==> config.mk <==
export PLATFORM = sky130hd
export DESIGN_NAME = uart_prog_loader
export DESIGN_NICKNAME = d
export VERILOG_FILES = /design/src/rtl/uart_prog_loader_pkg.sv /design/src/rtl/uart_prog_loader_rx.sv /design/src/rtl/uart_prog_loader.sv
export SDC_FILE = /design/constraint.sdc
export NUM_CORES = 1
export LEC_CHECK = 0
export CORE_MARGIN = 2
export CORE_UTILIZATION = 50
export CTS_BUF_LIST = sky130_fd_sc_hd__clkbuf_8
export DETAILED_ROUTE_END_ITERATION = 8
export GPL_TIMING_DRIVEN = 0
export MAX_ROUTING_LAYER = met4
export PLACE_DENSITY_LB_ADDON = 0.1
export SETUP_SLACK_MARGIN = 0.1
export SYNTH_ARGS = -nofsm -noshare
export SYNTH_HDL_FRONTEND = slang
export SYNTH_HIERARCHICAL = 1
export SYNTH_SLANG_ARGS = --single-unit
==> constraint.sdc <==
create_clock -name clock -period 2.95 [get_ports clock]
set_clock_uncertainty 0.2 [all_clocks]
set_input_delay 0.7375 -clock clock [delete_from_list [all_inputs] [get_ports clock]]
set_output_delay 0.7375 -clock clock [all_outputs]
set_load 0.05 [all_outputs]
==> src/rtl/uart_prog_loader_pkg.sv <==
// rtl/uart_prog_loader_pkg.sv - shared command codes, state encodings and address layout for the UART programme loader
package uart_prog_loader_pkg;

    localparam logic [7:0] CMD_IROM = 8'h00;
    localparam logic [7:0] CMD_DRAM = 8'h01;
    localparam logic [7:0] CMD_DONE = 8'hFF;

    // Bit of upg_adr_o that selects instruction ROM (0) or data RAM (1)
    localparam int SEG_BIT   = 14;
    // Largest word count a single load may request; larger requests saturate
    localparam int MAX_WORDS = 16384;

    typedef enum logic [2:0] {
        S_CMD  = 3'd0,
        S_LEN0 = 3'd1,
        S_LEN1 = 3'd2,
        S_DATA = 3'd3,
        S_DONE = 3'd4
    } state_e;

    typedef enum logic [1:0] {
        RX_IDLE  = 2'd0,
        RX_START = 2'd1,
        RX_DATA  = 2'd2,
        RX_STOP  = 2'd3
    } rx_state_e;

endpackage

==> src/rtl/uart_prog_loader_rx.sv <==
// rtl/uart_prog_loader_rx.sv - 8N1 UART receiver with input synchroniser and stop-bit check
module uart_rx
    import uart_prog_loader_pkg::*;
#(
    parameter int CLKS_PER_BIT = 78
) (
    input  logic       clock,
    input  logic       reset,
    input  logic       rx_i,
    output logic [7:0] byte_o,
    output logic       byte_valid_o,
    output logic       frame_err_o
);

    localparam int CW = $clog2(CLKS_PER_BIT) + 1;
    localparam int HALF_M1_I = (CLKS_PER_BIT / 2 > 0) ? (CLKS_PER_BIT / 2 - 1) : 0;
    localparam logic [CW-1:0] HALF_M1 = CW'(HALF_M1_I);
    localparam logic [CW-1:0] FULL_M1 = CW'(CLKS_PER_BIT - 1);

    logic            sync1_q, sync2_q, prev_q;
    rx_state_e       state_q, state_d;
    logic [CW-1:0]   cnt_q, cnt_d;
    logic [2:0]      bit_q, bit_d;
    logic [7:0]      shift_q, shift_d;
    logic            valid_q, valid_d;
    logic            ferr_q, ferr_d;

    // Two-flop synchroniser plus a delayed copy for falling-edge detection; idles high
    always_ff @(posedge clock) begin
        if (reset) begin
            sync1_q <= 1'b1;
            sync2_q <= 1'b1;
            prev_q  <= 1'b1;
        end else begin
            sync1_q <= rx_i;
            sync2_q <= sync1_q;
            prev_q  <= sync2_q;
        end
    end

    // Receiver state, baud counter and shift register
    always_ff @(posedge clock) begin
        if (reset) begin
            state_q <= RX_IDLE;
            cnt_q   <= '0;
            bit_q   <= '0;
            shift_q <= '0;
            valid_q <= 1'b0;
            ferr_q  <= 1'b0;
        end else begin
            state_q <= state_d;
            cnt_q   <= cnt_d;
            bit_q   <= bit_d;
            shift_q <= shift_d;
            valid_q <= valid_d;
            ferr_q  <= ferr_d;
        end
    end

    // Start detect on falling edge, confirm at half bit, then sample each bit centre
    always_comb begin
        state_d = state_q;
        cnt_d   = cnt_q;
        bit_d   = bit_q;
        shift_d = shift_q;
        valid_d = 1'b0;
        ferr_d  = 1'b0;
        case (state_q)
            RX_IDLE: begin
                if (prev_q && !sync2_q) begin
                    state_d = RX_START;
                    cnt_d   = '0;
                end
            end
            RX_START: begin
                if (cnt_q == HALF_M1) begin
                    cnt_d = '0;
                    bit_d = '0;
                    // A glitch that is high again by mid-bit is not a start bit
                    state_d = sync2_q ? RX_IDLE : RX_DATA;
                end else begin
                    cnt_d = cnt_q + CW'(1);
                end
            end
            RX_DATA: begin
                if (cnt_q == FULL_M1) begin
                    cnt_d   = '0;
                    shift_d = {sync2_q, shift_q[7:1]};
                    bit_d   = bit_q + 3'd1;
                    if (bit_q == 3'd7) begin
                        state_d = RX_STOP;
                    end
                end else begin
                    cnt_d = cnt_q + CW'(1);
                end
            end
            RX_STOP: begin
                if (cnt_q == FULL_M1) begin
                    cnt_d   = '0;
                    state_d = RX_IDLE;
                    if (sync2_q) begin
                        valid_d = 1'b1;
                    end else begin
                        ferr_d = 1'b1;
                    end
                end else begin
                    cnt_d = cnt_q + CW'(1);
                end
            end
            default: state_d = RX_IDLE;
        endcase
    end

    assign byte_o       = shift_q;
    assign byte_valid_o = valid_q;
    assign frame_err_o  = ferr_q;

endmodule

==> src/rtl/uart_prog_loader.sv <==
// rtl/uart_prog_loader.sv - UART framed programme loader writing 32-bit words into ROM/RAM
module uart_prog_loader
    import uart_prog_loader_pkg::*;
#(
    parameter int CLK_HZ         = 10_000_000,
    parameter int BAUD           = 128_000,
    parameter int TIMEOUT_CYCLES = 1_000_000
) (
    input  logic        clock,
    input  logic        reset,
    input  logic        rx_i,
    output logic        upg_wen_o,
    output logic [14:0] upg_adr_o,
    output logic [31:0] upg_dat_o,
    output logic        upg_done_o,
    output logic        upg_err_o,
    output logic        busy_o
);

    localparam int CLKS_PER_BIT = CLK_HZ / BAUD;
    localparam int TW = $clog2(TIMEOUT_CYCLES + 1);
    localparam logic [TW-1:0] TMAX = TW'(TIMEOUT_CYCLES);
    localparam logic [15:0] MAX_N16 = 16'(MAX_WORDS);

    logic [7:0] rx_byte;
    logic       rx_valid;
    logic       rx_ferr;

    uart_rx #(
        .CLKS_PER_BIT(CLKS_PER_BIT)
    ) u_rx (
        .clock       (clock),
        .reset       (reset),
        .rx_i        (rx_i),
        .byte_o      (rx_byte),
        .byte_valid_o(rx_valid),
        .frame_err_o (rx_ferr)
    );

    state_e         state_q, state_d;
    logic           seg_q, seg_d;
    logic [7:0]     len_lo_q, len_lo_d;
    logic [14:0]    len_q, len_d;
    logic [14:0]    widx_q, widx_d;
    logic [1:0]     bcnt_q, bcnt_d;
    logic [31:0]    word_q, word_d;
    logic [TW-1:0]  tcnt_q, tcnt_d;
    logic           wen_q, wen_d;
    logic [14:0]    adr_q, adr_d;
    logic [31:0]    dat_q, dat_d;
    logic           done_q, done_d;
    logic           err_q, err_d;

    logic           waiting;
    logic           timeout;
    logic [15:0]    n16;

    // Loader state and output registers
    always_ff @(posedge clock) begin
        if (reset) begin
            state_q  <= S_CMD;
            seg_q    <= 1'b0;
            len_lo_q <= '0;
            len_q    <= '0;
            widx_q   <= '0;
            bcnt_q   <= '0;
            word_q   <= '0;
            tcnt_q   <= '0;
            wen_q    <= 1'b0;
            adr_q    <= '0;
            dat_q    <= '0;
            done_q   <= 1'b0;
            err_q    <= 1'b0;
        end else begin
            state_q  <= state_d;
            seg_q    <= seg_d;
            len_lo_q <= len_lo_d;
            len_q    <= len_d;
            widx_q   <= widx_d;
            bcnt_q   <= bcnt_d;
            word_q   <= word_d;
            tcnt_q   <= tcnt_d;
            wen_q    <= wen_d;
            adr_q    <= adr_d;
            dat_q    <= dat_d;
            done_q   <= done_d;
            err_q    <= err_d;
        end
    end

    assign waiting = (state_q == S_LEN0) || (state_q == S_LEN1) || (state_q == S_DATA);
    // Expiry is checked before the byte, so a byte landing on the expiry clock is lost
    assign timeout = waiting && (tcnt_q == TMAX);
    assign n16     = {rx_byte, len_lo_q};

    // Frame parser: command, little-endian length, then little-endian words
    always_comb begin
        state_d  = state_q;
        seg_d    = seg_q;
        len_lo_d = len_lo_q;
        len_d    = len_q;
        widx_d   = widx_q;
        bcnt_d   = bcnt_q;
        word_d   = word_q;
        tcnt_d   = '0;
        wen_d    = 1'b0;
        adr_d    = adr_q;
        dat_d    = dat_q;
        done_d   = done_q;
        err_d    = err_q;

        if (rx_ferr) begin
            err_d = 1'b1;
        end

        if (waiting && !rx_valid) begin
            tcnt_d = tcnt_q + TW'(1);
        end

        if (timeout) begin
            state_d = S_CMD;
            bcnt_d  = '0;
            err_d   = 1'b1;
            tcnt_d  = '0;
        end else if (rx_valid) begin
            case (state_q)
                S_CMD: begin
                    case (rx_byte)
                        CMD_IROM: begin
                            seg_d   = 1'b0;
                            state_d = S_LEN0;
                        end
                        CMD_DRAM: begin
                            seg_d   = 1'b1;
                            state_d = S_LEN0;
                        end
                        CMD_DONE: begin
                            done_d  = 1'b1;
                            state_d = S_DONE;
                        end
                        default: state_d = S_CMD;
                    endcase
                end
                S_LEN0: begin
                    len_lo_d = rx_byte;
                    state_d  = S_LEN1;
                end
                S_LEN1: begin
                    widx_d = '0;
                    bcnt_d = '0;
                    if (n16 == 16'd0) begin
                        state_d = S_CMD;
                    end else if (n16 > MAX_N16) begin
                        len_d   = 15'(MAX_WORDS);
                        err_d   = 1'b1;
                        state_d = S_DATA;
                    end else begin
                        len_d   = n16[14:0];
                        state_d = S_DATA;
                    end
                end
                S_DATA: begin
                    word_d = {rx_byte, word_q[31:8]};
                    if (bcnt_q == 2'd3) begin
                        wen_d  = 1'b1;
                        adr_d  = {seg_q, widx_q[13:0]};
                        dat_d  = {rx_byte, word_q[31:8]};
                        bcnt_d = '0;
                        widx_d = widx_q + 15'd1;
                        if (widx_q + 15'd1 == len_q) begin
                            state_d = S_CMD;
                        end
                    end else begin
                        bcnt_d = bcnt_q + 2'd1;
                    end
                end
                S_DONE:  state_d = S_DONE;
                default: state_d = S_CMD;
            endcase
        end
    end

    assign upg_wen_o  = wen_q;
    assign upg_adr_o  = adr_q;
    assign upg_dat_o  = dat_q;
    assign upg_done_o = done_q;
    assign upg_err_o  = err_q;
    assign busy_o     = (state_q != S_CMD) && (state_q != S_DONE);

endmodule
# Word level (Yosys, flattened, before mapping)
# Cells that the tools add are included.
# word_totals
ff_bits,172
inputBits,3
output_inout_bits,51
wordCells,126
# classes
addsub,5
magnitude_cmp,1
n_eq_ne,23
muxes,34
bitwise_logic,7
reduce_logical,34
# ops
cell,count
$mux W15,2
$pmux W15 S2,1
$mux W8,3
$pmux W8 S3,1
$add A20 B1 Y20 const B,1
$eq A20 B20 Y1 const B,1
$reduce_and A4 Y1,5
$gt A16 B15 Y1 const B,1
$logic_not A16 Y1,1
$mux W2,8
$add A15 B1 Y15 const B,1
$eq A15 B15 Y1,1
$pmux W3 S5,1
$ne A2 B1 Y1 const B,7
$mux W3,4
$pmux W3 S2,2
$reduce_and A3 Y1,4
$mux W1,9
$add A8 B1 Y8 const B,1
$eq A8 B1 Y1 const B,1
$eq A8 B6 Y1 const B,1
$eq A8 B7 Y1 const B,1
$eq A8 B8 Y1 const B,1
$logic_not A8 Y1,1
24 further kinds,45

# Logic depth before layout (Yosys ltp)
# Gate-level depths: netlist (run 1).
# logic_depth
word_depth,6
mapped_depth,11
mapped_depth_nobuf,8

# By module
# Netlist (run 1), hierarchy kept.
# by_module_without_submodules
mod,n_inst,cells_per_inst,area_each_um2,seq_area_each_um2
uart_prog_loader,1,704,5923.2,2762.6
uart_rx,1,133,1214.9,520.5

# Worst setup path before layout (run 1)
# Ideal clock, no wire load.
# synth_path
path_type,reg2reg
startpoint,register tcnt_q[10]
endpoint,"register adr_q[7], in the netlist upg_adr_o[7]"
setup_ns,0.132
arrival_time_ns,2.142
t_required_ns,2.618
slack_ns,0.475
stages_incl_launch_ff,11
synth_period_minus_slack_ns,2.475
cell_sequence,dfxtp_1 > or4b_1 > or4_1 > buf_2 > o211ai_2 > buf_6 > nor2_2 > buf_6 > buf_6 > nand2_1 > a21oi_1
# synth_via
elab_chain_len,4
# synth_rtl
item,line_no,source
from (decl),uart_prog_loader.sv:47,"logic [TW-1:0] tcnt_q, tcnt_d;"
from (signal assigned),uart_prog_loader.sv:82,tcnt_q <= tcnt_d;
$eq A20 B20 Y1,uart_prog_loader.sv:93,assign timeout = waiting && (tcnt_q == TMAX);
$logic_and A1 B1 Y1,uart_prog_loader.sv:93,
$not A1 Y1 (no line),-,
$reduce_and A4 Y1 (no line),-,
to (signal assigned),uart_prog_loader.sv:84,adr_q <= adr_d;
to (decl),uart_prog_loader.sv:49,"logic [14:0] adr_q, adr_d;"
# No other way between the ends.
# A chain may end at the register's enable or synchronous reset.

# Worst setup path in the final report (run 1)
# layout_path
startpoint,register tcnt_q[10]
endpoint,register widx_q[14]
# layout_via
elab_chain_len,4
# layout_rtl
item,line_no,source
$eq A20 B20 Y1,uart_prog_loader.sv:93,
$logic_and A1 B1 Y1,uart_prog_loader.sv:93,
$not A1 Y1 (no line),-,
$reduce_and A4 Y1 (no line),-,
to (signal assigned),uart_prog_loader.sv:79,widx_q <= widx_d;
to (decl),uart_prog_loader.sv:44,"logic [14:0] widx_q, widx_d;"
# No other way between the ends.

==> results of run 1 <==
logic make-up after synthesis:
logic type,share of synthesized area [%]
AO/OA/AOI/OAI,13.6
XOR/XNOR,4.54
adder cells (fa/ha/maj),1.58
buffers and inverters,4.89
flip-flops,46.0
multiplexers,5.91
AND/OR/NAND/NOR,23.5
cells in the final DEF (no fill, tap or decap), drive strengths merged, types with 6 or more instances in the layout:
| cell type | netlist | routed |
|---|---|---|
| nor3 | 11 | 11 |
| or3 | 7 | 7 |
| xnor2 | 21 | 21 |
| nand4 | 9 | 9 |
| and3 | 9 | 9 |
| nand2b | 8 | 8 |
| clkbuf | 31 | 50 |
| nor2b | 9 | 9 |
| nand3 | 22 | 22 |
| clkdlybuf4s50 | 0 | 52 |
| o21ai | 31 | 31 |
| a22oi | 15 | 15 |
| mux2i | 41 | 41 |
| inv | 11 | 15 |
| nand2 | 137 | 137 |
| buf | 23 | 22 |
| or2 | 7 | 7 |
| xor2 | 16 | 16 |
| dfxtp | 164 | 164 |
| a21oi | 68 | 68 |
| nor2 | 111 | 111 |
| nor4 | 6 | 6 |
| ha | 9 | 9 |
worst max-delay path: stages (launching register included):
cell	delay, ns
dfxtp_1	0.36
or4b_1	0.53
or4_1	0.47
buf_2	0.19
o211ai_1	0.28
clkbuf_4	0.30
nor2_1	0.05
o21ai_0	0.19
o41ai_1	0.11
path summary, 6_finish.rpt:
kind / startpoint / endpoint
setup / recovery: tcnt_q[10] / widx_q[14]
hold / removal: u_rx/sync1_q / u_rx/sync2_q
setup reg to reg: tcnt_q[10] / widx_q[14]
hold reg to reg: u_rx/sync1_q / u_rx/sync2_q
flip-flops by register name, indices dropped and copies added (netlist names), 2 cells and up, named ones only:
signal / flops
upg_adr_o: 15
bcnt_q: 2
u_rx/bit_q: 3
word_q: 24
tcnt_q: 20
upg_dat_o: 32
len_q: 15
state_q: 3
u_rx/byte_o: 8
u_rx/cnt_q: 8
len_lo_q: 8
widx_q: 15
per-stage QoR:
step	instances	hold WS (ns)	worst slack, ns	instance area (um^2)
global route	1101	0.250	0.0301	8310
finish	1101	0.217	0.178	8310
global placement	1070	0.192	-0.109	7890
CTS	1101	0.219	0.153	8280
floorplan	837	0.189	0.475	7140
detailed placement	1070	0.197	-0.121	7890
what timing repair did:
item | in CTS | in global routing
pin swaps | 0 | 0
resized for setup | 1 | 11
gates cloned | 0 | 0
setup endpoints to repair | 1 | 43
power by group through the flow:
stage               logic, mW  registers, mW  clock network [mW]
global route           0.0629           2.22                1.72
global placement       0.0545           2.27                   0
floorplan              0.0362           2.27                   0
detailed placement     0.0565           2.27                   0
finish                 0.0574           2.22                1.60
CTS                    0.0568           2.22                1.63
metal layers:
metal / routed length [um] / vias to the layer above / GRT usage (%)
met4: 328 / 0 / 8.88
li1: - / 3018 / -
met1: 7700 / 2863 / 29.4
met2: 7870 / 159 / 37.3
met3: 702 / 32 / 4.38
met5: 0 / - / -
area by class of cell:
class	instances	area share, %
Inverter	11	0.497
Clock inverter	13	1.64
Sequential cell	164	39.5
Buffer	54	3.82
Timing Repair Buffer	53	6.38
Multi-Input combinational cell	608	42.4
Clock buffer	18	2.98
Tap cell	180	2.71
==> results.txt, run 1 <==
Final core area utilization -> 59.6%
CTS HTree Levels -> 4
Pwr Total -> 3.87 mW
Buffers added on ports -> 53
Pwr Density -> 466 mW/mm^2
Synth area leaders -> dfxtp_1 46%, nand2_1 7.2%, nor2_1 5.8%
NumNets Final -> 921
Unique masters post-synth -> 65
CP startpoint kind -> flop
Clk Latency, worst-skew pair -> 0.46 ns
Worst Tran Pin Value -> 0.963 ns
Post-Syn Area per Cell -> 8.53 um^2
DP Wirelength -> 12.1 mm
Crit Path Category -> flop to flop
Syn nets -> 849
Chip Width -> 123 um
Drt drc -> 0
Hold Path Cell Cnt -> 1
Status -> complete, no violations
Post-synth top area share -> 46.0%
GRT Overall Usage -> 23.4%
Max-cap violations -> 0
Share of cells above drive strength 1 -> 8.14%
Yosys reg bits -> 164
Drt first pass iters -> 6
Post-CTS Hold Buffers -> 0
Cells after synthesis -> 837
Ys flop type -> dfxtp_1
# diodes -> 0
TNS Setup -> 0 ns
Peak VDD IR -> 0.250 mV
Warnings, synthesis -> 6
Setup violations, final -> 0
First-pass GRT wire length -> 27.2 mm
First DRT Iteration DRCs -> 424
Asr flop ratio synth -> 0%
Final WL -> 16.6 mm
CP Max Fanout -> 10
Clock root cell -> clkbuf_8
Setup slack, reg-to-reg -> 0.18 ns
Worst reg2reg path depth -> 8
Die area -> 0.0152 mm^2
Sequential power share -> 57.2%
Hold Fails Final Rpt -> 0
Largest net degree at the start of global routing -> 17
Leakage -> 3.04 nW
Routed via count -> 6072
Initial antenna violation count -> 0
Final Wtd Congestion -> 0.905
FMAX -> 361 MHz
Row count -> 43
P_int -> 3.00 mW
Layout area overhead -> 16.4%
Switching portion of total power -> 22.7%
Hold Crit Class -> flop to flop
CTS tree -> done
Core box area -> 0.0139 mm^2
Post-DR vias/cell -> 5.51
Crit. End Element -> flop
Seq/Total Area, Yosys -> 46.0%
Reg area -> 0.00328 mm^2
Routed Antenna Nets -> 0
Logic pwr share -> 1.5%
Post-synth EDFFs -> 0
Switching power -> 878 uW
Final Max Tran Viols -> 0
I/O pin count -> 54
Unrepaired setup endpoints after global routing -> true
Mean routed wirelength per cell -> 15.1 um
Gr ovfl total -> 0
Fillcell total -> 1209
Area of the multi-input gates -> 0.00353 mm^2
Top cells by count, synth -> 164 x dfxtp_1, 137 x nand2_1, 110 x nor2_1
Most frequent cell after synthesis -> dfxtp_1
Initial core utilization -> 51.2%
Post-Synthesis Cell Area -> 0.00714 mm^2
Slew Limit Headroom -> 35.2%
Area leader, netlist -> dfxtp_1
Die H -> 123 um
Vias in the first global route -> 5789
Worst Path Arrival -> 2.92 ns
Clk pin slew, worst setup/hold paths -> 0.09 ns
Post-CTS Setup Bufs -> 0
Min cycle time layout -> 2.77 ns
Crit path required time -> 3.10 ns
Clock sinks -> 164
Num CTS Buffers -> 17
Clock power share -> 41.3%
Max Buffers Root-to-Sink -> 2
Final Cycle Share -> 94.0%
Power figures use the tool's default switching activity.
==> inputs of run 2 (changes only) <==
Settings changed: CORE_UTILIZATION 50 to 55.
==> run 2 against run 1 <==
Net effect: worst hold slack got worse by 0.0032 ns; sequential share of layout area fell by 0.20 points; flip-flop and latch count is the same.
==> results.txt, run 2 (synthesized netlist as in run 1, its figures left out) <==
Drt drc -> 0
Hold_sp -> u_rx/sync1_q
Layout area overhead -> 17.0%
Drt first pass iters -> 6
Gr ovfl total -> 0
Max Buffers Root-to-Sink -> 2
CP max-delay cell -> or4b_1
Num CTS Buffers -> 17
CTS HTree Levels -> 4
CP startpoint kind -> flop
Pwr Density -> 473 mW/mm^2
Setup violations, final -> 0
Final WL -> 16.5 mm
Worst-path cell chain -> or4b_1, or4_1, buf_2, o211ai_1, buf_4, clkbuf_4, nor2_1, o21ai_0, o31ai_1
Routed Antenna Nets -> 0
Crit path required time -> 3.07 ns
Crit. End Element -> flop
Crit Path Category -> flop to flop
Final core area utilization -> 65.9%
Largest net degree at the start of global routing -> 17
CP Max Fanout -> 10
NumNets Final -> 925
Clock root cell -> clkbuf_8
Row count -> 41
Crit path from -> tcnt_q[10]
I/O pin count -> 54
Chip Width -> 118 um
R2R Path Start -> tcnt_q[10]
Most frequent cells in the layout -> 164 x dfxtp_1, 137 x nand2_1, 109 x nor2_1
# diodes -> 0
Peak VDD IR -> 0.285 mV
First DRT Iteration DRCs -> 420
Die H -> 118 um
Clock sinks -> 164
First-pass GRT wire length -> 27.7 mm
Hold Crit Class -> flop to flop
Buffers added on ports -> 53
CTS tree -> done
Initial core utilization -> 56.3%
DP Wirelength -> 11.9 mm
Max-cap violations -> 0
Final Max Tran Viols -> 0
GRT Overall Usage -> 24.9%
Unrepaired setup endpoints after global routing -> true
Post-CTS Hold Buffers -> 0
Max reg flops -> 32
Cell family with most CP delay -> simple AND/OR/NAND/NOR gates
Initial antenna violation count -> 0
Min cycle time layout -> 2.73 ns
Max incr delay on CP -> 0.53 ns
WP buf/inv -> 3
FMAX -> 366 MHz
Worst Tran Pin Value -> 0.997 ns
Status -> complete, no violations
TNS Setup -> 0 ns
Final Cycle Share -> 92.6%
Core box area -> 0.0127 mm^2
Routed via count -> 6092
Vias in the first global route -> 5806
Clk pin slew, worst setup/hold paths -> 0.08 ns
Die area -> 0.0139 mm^2
Mean routed wirelength per cell -> 15.0 um
Share of cells above drive strength 1 -> 8.53%
Hold Fails Final Rpt -> 0
Clk Latency, worst-skew pair -> 0.45 ns
Post-DR vias/cell -> 5.55
Final Wtd Congestion -> 0.888
Commonest non-fill, non-tap cell in the layout -> dfxtp_1
Leakage -> 3.07 nW
Slew Limit Headroom -> 32.9%
Worst Path Arrival -> 2.85 ns
-- run 2: cell count changes in the layout (fill, tap and decap cells not counted), sizes merged --
cell / change
clkdlybuf4s15: -1
bufinv: +1
clkbuf: +3
buf: +4
clkinv: -2
-- run 2: metrics by stage --
step,instances,hold WS [ns],area [um^2],power [mW],setup slack (ns)
6_report,1098,0.214,8350,3.95,0.220
5_1_grt,1098,0.244,8350,4.10,0.0378
4_1_cts,1094,0.217,8300,3.98,0.144
3_5_place_dp,1062,0.197,7880,2.33,-0.112
3_3_place_gp,1062,0.197,7880,2.32,-0.0584
2_1_floorplan,837,0.189,7140,2.30,0.475
-- run 2: final cells by class --
type / instances / area [um^2]
Clock buffer: 20 / 275
Multi-Input combinational cell: 608 / 3530
Timing Repair Buffer: 57 / 553
Buffer: 54 / 318
Tap cell: 172 / 215
Inverter: 11 / 41.3
Fill cell: 1121 / 4320
Sequential cell: 164 / 3280
Clock inverter: 12 / 139
-- run 2: path summary, 6_finish.rpt --
kind	to	depth (start not counted)	slack [ns]
worst max-delay path	widx_q[7]	9	0.22
worst max register to register	widx_q[7]	9	0.22
worst min register to register	u_rx/sync2_q	1	0.21
worst min-delay path	u_rx/sync2_q	1	0.21
-- run 2: repair_timing --
item / CTS / global route
setup buffers: 0 / 3
gates cloned: 0 / 1
gates resized for setup: 1 / 14
endpoints found under the setup margin: 1 / 39
-- run 2: report_power, final --
group | switching (mW) | leakage (nW) | internal (mW)
Combinational | 0.0441 | 1.53 | 0.0137
Sequential | 0.00211 | 1.32 | 2.21
Clock | 0.787 | 0.220 | 0.891
-- run 2: metal layers --
metal	global-route usage, %	wire, um	up-vias
li1	-	-	3038
met1	32.2	7480	2861
met2	39.3	7770	175
met3	4.70	973	18
met4	8.81	229	0
met5	-	0	-
